[src/rtl/id_ex_hazard_reg.sv]
`default_nettype none
// ============================================================================
// Module      : id_ex_hazard_reg
// Description : ID/EX pipeline register for the 5-stage MIPS core with
//               load-use hazard detection, bubble insertion, branch flush
//               and downstream hold. Drives the PC / IF-ID write enables.
//               Optional macro HAZ_STAT_EN adds saturating stall/flush
//               statistics counters (o_stall_cnt, o_flush_cnt).
// Revision    : 1.0 - initial release
// ============================================================================
module id_ex_hazard_reg #(
    parameter int DW    = 32,
    parameter int RW    = 5,
    parameter int CNT_W = 16
) (
    input  logic          i_clk,
    input  logic          i_rst_n,
    input  logic          i_valid,
    input  logic [RW-1:0] i_Rs,
    input  logic [RW-1:0] i_Rt,
    input  logic [RW-1:0] i_Rd,
    input  logic          i_uses_rs,
    input  logic          i_uses_rt,
    input  logic [DW-1:0] i_Read_data1,
    input  logic [DW-1:0] i_Read_data2,
    input  logic [DW-1:0] i_Imm,
    input  logic          i_RegWrite,
    input  logic          i_MemRead,
    input  logic          i_MemWrite,
    input  logic          i_MemtoReg,
    input  logic          i_ALUSrc,
    input  logic          i_RegDst,
    input  logic [1:0]    i_ALUOp,
    input  logic          i_flush,
    input  logic          i_hold,
    output logic          o_valid,
    output logic [RW-1:0] o_Rs,
    output logic [RW-1:0] o_Rt,
    output logic [RW-1:0] o_Write_reg,
    output logic [DW-1:0] o_Read_data1,
    output logic [DW-1:0] o_Read_data2,
    output logic [DW-1:0] o_Imm,
    output logic          o_RegWrite,
    output logic          o_MemRead,
    output logic          o_MemWrite,
    output logic          o_MemtoReg,
    output logic          o_ALUSrc,
    output logic [1:0]    o_ALUOp,
    output logic          o_stall,
    output logic          o_PCWrite,
    output logic          o_IFIDWrite
`ifdef HAZ_STAT_EN
    ,
    output logic [CNT_W-1:0] o_stall_cnt,
    output logic [CNT_W-1:0] o_flush_cnt
`endif
);

    // EX-stage state
    logic          r_valid;
    logic [RW-1:0] r_rs;
    logic [RW-1:0] r_rt;
    logic [RW-1:0] r_write_reg;
    logic [DW-1:0] r_read_data1;
    logic [DW-1:0] r_read_data2;
    logic [DW-1:0] r_imm;
    logic          r_reg_write;
    logic          r_mem_read;
    logic          r_mem_write;
    logic          r_mem_to_reg;
    logic          r_alu_src;
    logic [1:0]    r_alu_op;

    logic          w_rs_hit;
    logic          w_rt_hit;
    logic          w_load_use;
    logic          w_stall;
    logic          w_bubble;
    logic          w_upstream_we;

    // Hazard detection: a load in EX whose destination (never $0) is read by ID
    always_comb begin
        w_rs_hit      = i_uses_rs && (i_Rs == r_write_reg);
        w_rt_hit      = i_uses_rt && (i_Rt == r_write_reg);
        w_load_use    = r_valid && r_mem_read && (r_write_reg != '0) && i_valid
                        && (w_rs_hit || w_rt_hit);
        // Hold outranks everything; flush squashes ID so its hazard is moot
        w_stall       = !i_hold && !i_flush && w_load_use;
        w_bubble      = i_flush || w_load_use;
        w_upstream_we = !i_hold && !w_stall;
    end

    // ID/EX register: hold freezes, flush/load-use insert a bubble, else capture
    always_ff @(posedge i_clk or negedge i_rst_n) begin
        if (!i_rst_n) begin
            r_valid      <= 1'b0;
            r_rs         <= '0;
            r_rt         <= '0;
            r_write_reg  <= '0;
            r_read_data1 <= '0;
            r_read_data2 <= '0;
            r_imm        <= '0;
            r_reg_write  <= 1'b0;
            r_mem_read   <= 1'b0;
            r_mem_write  <= 1'b0;
            r_mem_to_reg <= 1'b0;
            r_alu_src    <= 1'b0;
            r_alu_op     <= 2'b00;
        end else if (!i_hold) begin
            if (w_bubble) begin
                r_valid      <= 1'b0;
                r_rs         <= '0;
                r_rt         <= '0;
                r_write_reg  <= '0;
                r_read_data1 <= '0;
                r_read_data2 <= '0;
                r_imm        <= '0;
                r_reg_write  <= 1'b0;
                r_mem_read   <= 1'b0;
                r_mem_write  <= 1'b0;
                r_mem_to_reg <= 1'b0;
                r_alu_src    <= 1'b0;
                r_alu_op     <= 2'b00;
            end else begin
                r_valid      <= i_valid;
                r_rs         <= i_Rs;
                r_rt         <= i_Rt;
                r_write_reg  <= i_RegDst ? i_Rd : i_Rt;
                r_read_data1 <= i_Read_data1;
                r_read_data2 <= i_Read_data2;
                r_imm        <= i_Imm;
                // Control of an empty slot must never have side effects in EX
                r_reg_write  <= i_valid & i_RegWrite;
                r_mem_read   <= i_valid & i_MemRead;
                r_mem_write  <= i_valid & i_MemWrite;
                r_mem_to_reg <= i_valid & i_MemtoReg;
                r_alu_src    <= i_valid & i_ALUSrc;
                r_alu_op     <= i_valid ? i_ALUOp : 2'b00;
            end
        end
    end

`ifdef HAZ_STAT_EN
    logic [CNT_W-1:0] r_stall_cnt;
    logic [CNT_W-1:0] r_flush_cnt;

    // Saturating statistics: stall and flush bubbles, frozen while held
    always_ff @(posedge i_clk or negedge i_rst_n) begin
        if (!i_rst_n) begin
            r_stall_cnt <= '0;
            r_flush_cnt <= '0;
        end else if (!i_hold) begin
            if (w_stall && (r_stall_cnt != '1)) begin
                r_stall_cnt <= r_stall_cnt + 1'b1;
            end
            if (i_flush && (r_flush_cnt != '1)) begin
                r_flush_cnt <= r_flush_cnt + 1'b1;
            end
        end
    end

    assign o_stall_cnt = r_stall_cnt;
    assign o_flush_cnt = r_flush_cnt;
`else
    // Statistics counters not built
`endif

    assign o_valid      = r_valid;
    assign o_Rs         = r_rs;
    assign o_Rt         = r_rt;
    assign o_Write_reg  = r_write_reg;
    assign o_Read_data1 = r_read_data1;
    assign o_Read_data2 = r_read_data2;
    assign o_Imm        = r_imm;
    assign o_RegWrite   = r_reg_write;
    assign o_MemRead    = r_mem_read;
    assign o_MemWrite   = r_mem_write;
    assign o_MemtoReg   = r_mem_to_reg;
    assign o_ALUSrc     = r_alu_src;
    assign o_ALUOp      = r_alu_op;
    assign o_stall      = w_stall;
    assign o_PCWrite    = w_upstream_we;
    assign o_IFIDWrite  = w_upstream_we;

endmodule
`default_nettype wire

[config.mk]
export PLATFORM = sky130hd
export DESIGN_NAME = id_ex_hazard_reg
export DESIGN_NICKNAME = d
export VERILOG_FILES = /design/src/rtl/id_ex_hazard_reg.sv
export SDC_FILE = /design/constraint.sdc
export NUM_CORES = 1
export LEC_CHECK = 0
export CAP_MARGIN = 40
export CORE_ASPECT_RATIO = 0.6
export CORE_MARGIN = 5
export CORE_UTILIZATION = 46
export CTS_BUF_LIST = sky130_fd_sc_hd__clkbuf_8
export DETAILED_ROUTE_END_ITERATION = 8
export HOLD_SLACK_MARGIN = 0.1
export PLACE_DENSITY = 0.87
export REMOVE_ABC_BUFFERS = 1
export SYNTH_ARGS = -nofsm -noshare
export SYNTH_HDL_FRONTEND = slang
export SYNTH_SLANG_ARGS = --single-unit
[constraint.sdc]
create_clock -name i_clk -period 6.7 [get_ports i_clk]
set_input_delay 1.34 -clock i_clk [delete_from_list [all_inputs] [get_ports i_clk]]
set_output_delay 1.34 -clock i_clk [all_outputs]
set_load 0.02 [all_outputs]
Word-level counts from Yosys, hierarchy flattened
Index checks and enable logic that the tools add are counted.

RAM bits: 0. Register bits after elaboration: 119. Memories: 0. Bits in latches: 0. Word-level logic and storage cells: 50. Input port bits: 126. ROM bits: 0. Output and inout port bits: 122.

Add/subtract/negate cells: 0. Multiplexer cells: 15. $mul: 0. Div/mod/pow operators: 0. Equal/unequal tests: 2. Order comparisons: 0. Shift operators: 0. Bitwise gates (word level): 5. Reduce and logical (&&, ||, !) cells: 15.

Operator list (count): $mux W32 (3); $mux W5 (4); $eq A5 B5 Y1 (2); $logic_and A1 B1 Y1 (9); $mux W1 (6); $and A1 B1 Y1 (5); $reduce_bool A5 Y1 (1); $mux W2 (2); $logic_not A1 Y1 (3); $logic_or A1 B1 Y1 (2).

Depth between registers and ports, before layout
Depth in word-level cells: 7. Mapped depth: 7. Depth with buffers taken out: 4.

Worst setup path after synthesis
Ideal clock, no wire load.

Path kind: input to output. Start: in i_Rt[0]. End: out o_stall. Stages: 5. Data arrival time: 2748 ps. Data required time: 5360 ps. Setup slack: 2612 ps. Cells stage by stage: xnor2_1 > nand4_1 > o22ai_1 > buf_2 > nor4b_1.

Word-level cells in the longest chain between the ends: 5.

Ends and longest elaborated chain: start, declared (RTL line 20) `input logic [RW-1:0] i_Rt,`; $eq A5 B5 Y1 (RTL line 84) `w_rt_hit = i_uses_rt && (i_Rt == r_write_reg);`; $logic_and A1 B1 Y1 (RTL line 84); $logic_or A1 B1 Y1 (RTL line 86) `&& (w_rs_hit || w_rt_hit);`; $logic_and A1 B1 Y1 (RTL line 86); $logic_and A1 B1 Y1 (RTL line 88) `w_stall = !i_hold && !i_flush && w_load_use;`; end, declared (RTL line 49) `output logic o_stall,`.

No other way between the ends.

Worst setup path after layout
Start: in i_valid. End: out o_stall.

Word-level cells in the longest chain between the ends: 3.

Ends and longest elaborated chain: start, declared (RTL line 18) `input logic i_valid,`; $logic_and A1 B1 Y1 (RTL line 85) `w_load_use = r_valid && r_mem_read && (r_write_reg != '0) && i_valid`; $logic_and A1 B1 Y1 (RTL line 86); $logic_and A1 B1 Y1 (RTL line 88).

No other way between the ends.

==> results.md <==
- Outcome: complete, no violations
- Die Area: 14700 sq um
- DRT Wirelength: 19000 um
- Clk pin slew, worst setup/hold paths: 0.08 ns
- Setup violators final: 0
- Final Cycle Share: 0.759
- Worst EP arrival: 3.75 ns
- Power Density: 246 nW/um^2
- RR Startpoint: o_Write_reg[4]$_DFFE_PN0N_
- Fmax: 0.197 GHz
- Core ar.: 12100 sq um
- CTS tree: done
- Crit path max fanout: 27
- VDD IR-drop max: 0.117 mV
- Pre-CTS WS: 1.66 ns
- Initial DRC Count: 448
- Placer Congestion: 0.894
- Total Neg Setup Slack: 0 ns
- Post-cts sizing count: 0
- Sequential area share after synthesis: 0.526
- Post-CTS setup buffers: 0
- CP required: 5.36 ns
- Synth Warn #: 0
- CP Capture Type: output pin
- Max-slew headroom: 0.457
- Hold Crit Class: reg2reg
- Worst Min Path Start: o_Read_data1[31]$_DFFE_PN0N_
- Least-Margin Pin Slew: 0.814 ns
- H-tree Lvls: 4
- CP max-delay cell: clkdlybuf4s50_1
- Row count: 31
- Die height: 95.9 um
- Synthesized cell area: 5660 sq um
- Clock tree buffer depth: 2
- Post-Layout Inst Area: 8500 sq um
- Post-synth cell types: 21
- Synthesized instance count: 577
- Root Buffer Master: clkbuf_8
- Antenna violations before repair: 0
- # IOs: 248
- DP Wirelength: 12800 um
- Vias in the first global route: 5632
- Wirelength per Cell: 19.7 um
- TritonRoute pass-1 iters: 5
- Slowest cell delay on critical path: 0.83 ns
- Mean Syn Cell Area: 9.81 sq um
- Share of layout cells above drive strength 1: 0.0603
- Nets: 909
- PortBufs: 247
- RSZ-0062 raised after global routing: false
- Area contributors post-synth: dfrtp_1 53%, a32oi_1 17%, o21ai_0 8.2%, nand2_1 7.6%, clkbuf_1 3.5%
- Synth area leader: dfrtp_1
- Antenna diode count: 0
- Pin count of the biggest net entering global routing: 129
- Tot GR Track Use: 0.253
- Cell mode on critical path: clkdlybuf4s50_1
- Placed Cells: 929
- Critical path, cell by cell: clkdlybuf4s50_1 -> o2111ai_4 -> nor4b_1 -> clkdlybuf4s50_1
- R2R depth: 6
- Setup skew after layout: 0.0131 ns
- CTS Buf Count: 17
- Area Overhead vs Synth: 50.3%
- Layout Cells excl Fill: 961
- Hold path cells: 2
- Crit path time final: 5.09 ns
- DRC Markers: 0
- Synth Register Bits: 119
- Post-Route Utilization: 0.705
- Setup crit start kind: input port
- Post-DP Area: 8120 sq um
- Initial core utilization: 0.469
- Setup slack after layout: 1.61 ns
- Clock Latency Late Sink: 0.42 ns
- First-pass GRT wire length: 29900 um
- Grt ovf: 0
- Hold Violations, Final: 0
- DIE WIDTH: 153 um
- Share of the synthesized area in the top cell type: 0.526
- Max-slew violations: 0
- Detail Route Antenna Nets: 0
- Max cap viols: 0
- Worst setup path startpoint: i_valid
- Via total after detailed routing: 5779
- Clock Sinks: 119
- Hold_buf cts: 0
- Leak pwr: 0.00322 uW
- Crit Path Class: in2out
- Via/cell ratio: 6.01
where the power goes:
group	leakage, uW	switching (uW)	internal [uW]
Combinational	0.00156	303	283
Sequential	0.00147	65.2	807
Clock	0.000185	295	335
cells in the mapped netlist, drive strengths merged:
| cell type | count |
|---|---|
| o22ai | 1 |
| nor4b | 1 |
| nand4 | 2 |
| dfrtp | 119 |
| mux2 | 5 |
| nor2 | 2 |
| a32oi | 112 |
| or4 | 1 |
| nand2 | 114 |
| clkbuf | 53 |
| xnor2 | 10 |
| nand3 | 7 |
| buf | 15 |
| o21ai | 119 |
| o2111ai | 1 |
| and3 | 7 |
| a21oi | 1 |
| a22oi | 7 |
per-stage QoR:
step / hold slack (ns) / power, uW
floorplan: 0.584 / 1120
global placement: 0.473 / 1450
detailed placement: 0.482 / 1470
CTS: 0.496 / 2110
global route: 0.511 / 2180
finish: 0.492 / 2090
metal layers:
layer | share of wire | routed length, um | global-route usage
met1 | 0.40 | 7560 | 0.321
met2 | 0.46 | 8790 | 0.400
met3 | 0.12 | 2220 | 0.103
met4 | 0.021 | 393 | 0.0845
met5 | 0 | 0 | 0
critical path, delay by kind of cell:
kind | cells | cell delay (ns)
buf+inv | 2 | 1.50
compound gates | 1 | 0.50
simple gates | 1 | 0.40
kinds of logic after synthesis:
kind of cell           after synthesis  synth area share
XOR/XNOR                            10            0.0155
AND/OR/NAND/NOR                    134            0.0960
flip-flops                         119             0.526
multiplexers                         5           0.00995
AO/OA/AOI/OAI                      241             0.293
buffers and inverters               68            0.0599
placed cells by master (no fill, tap or decap), types with 2 or more instances in the layout:
cell and n:
nand3_1 7, dfrtp_1 119, clkinvlp_4 6, clkinv_2 3, mux2_2 5, bufinv_16 2
a22oi_1 7, nand2_1 114, and3_1 7, inv_1 2, a32oi_1 112, buf_4 8
o21ai_0 93, clkdlybuf4s50_1 245, o21ai_1 26, clkbuf_8 18, xnor2_1 10, nand4_1 2
area by class of cell:
| cell class | instances | area, sq um |
|---|---|---|
| Fill cell | 872 | 3560 |
| Sequential cell | 119 | 2980 |
| Timing Repair Buffer | 255 | 2560 |
| Multi-Input combinational cell | 390 | 2370 |
| Clock buffer | 18 | 248 |
| Tap cell | 165 | 206 |
| Clock inverter | 14 | 136 |
final timing paths:
check                                                to  slack [ns]
setup / recovery                                o_stall        1.61
hold / removal             o_Read_data1[31]$_DFFE_PN0N_        0.49
setup reg to reg                  o_Imm[24]$_DFFE_PN0N_        3.77
hold reg to reg            o_Read_data1[31]$_DFFE_PN0N_        0.49
max in group asynchronous         o_Imm[12]$_DFFE_PN0N_        4.42
min in group asynchronous           o_Rs[4]$_DFFE_PN0N_        1.00
Power figures use the tool's default switching activity.
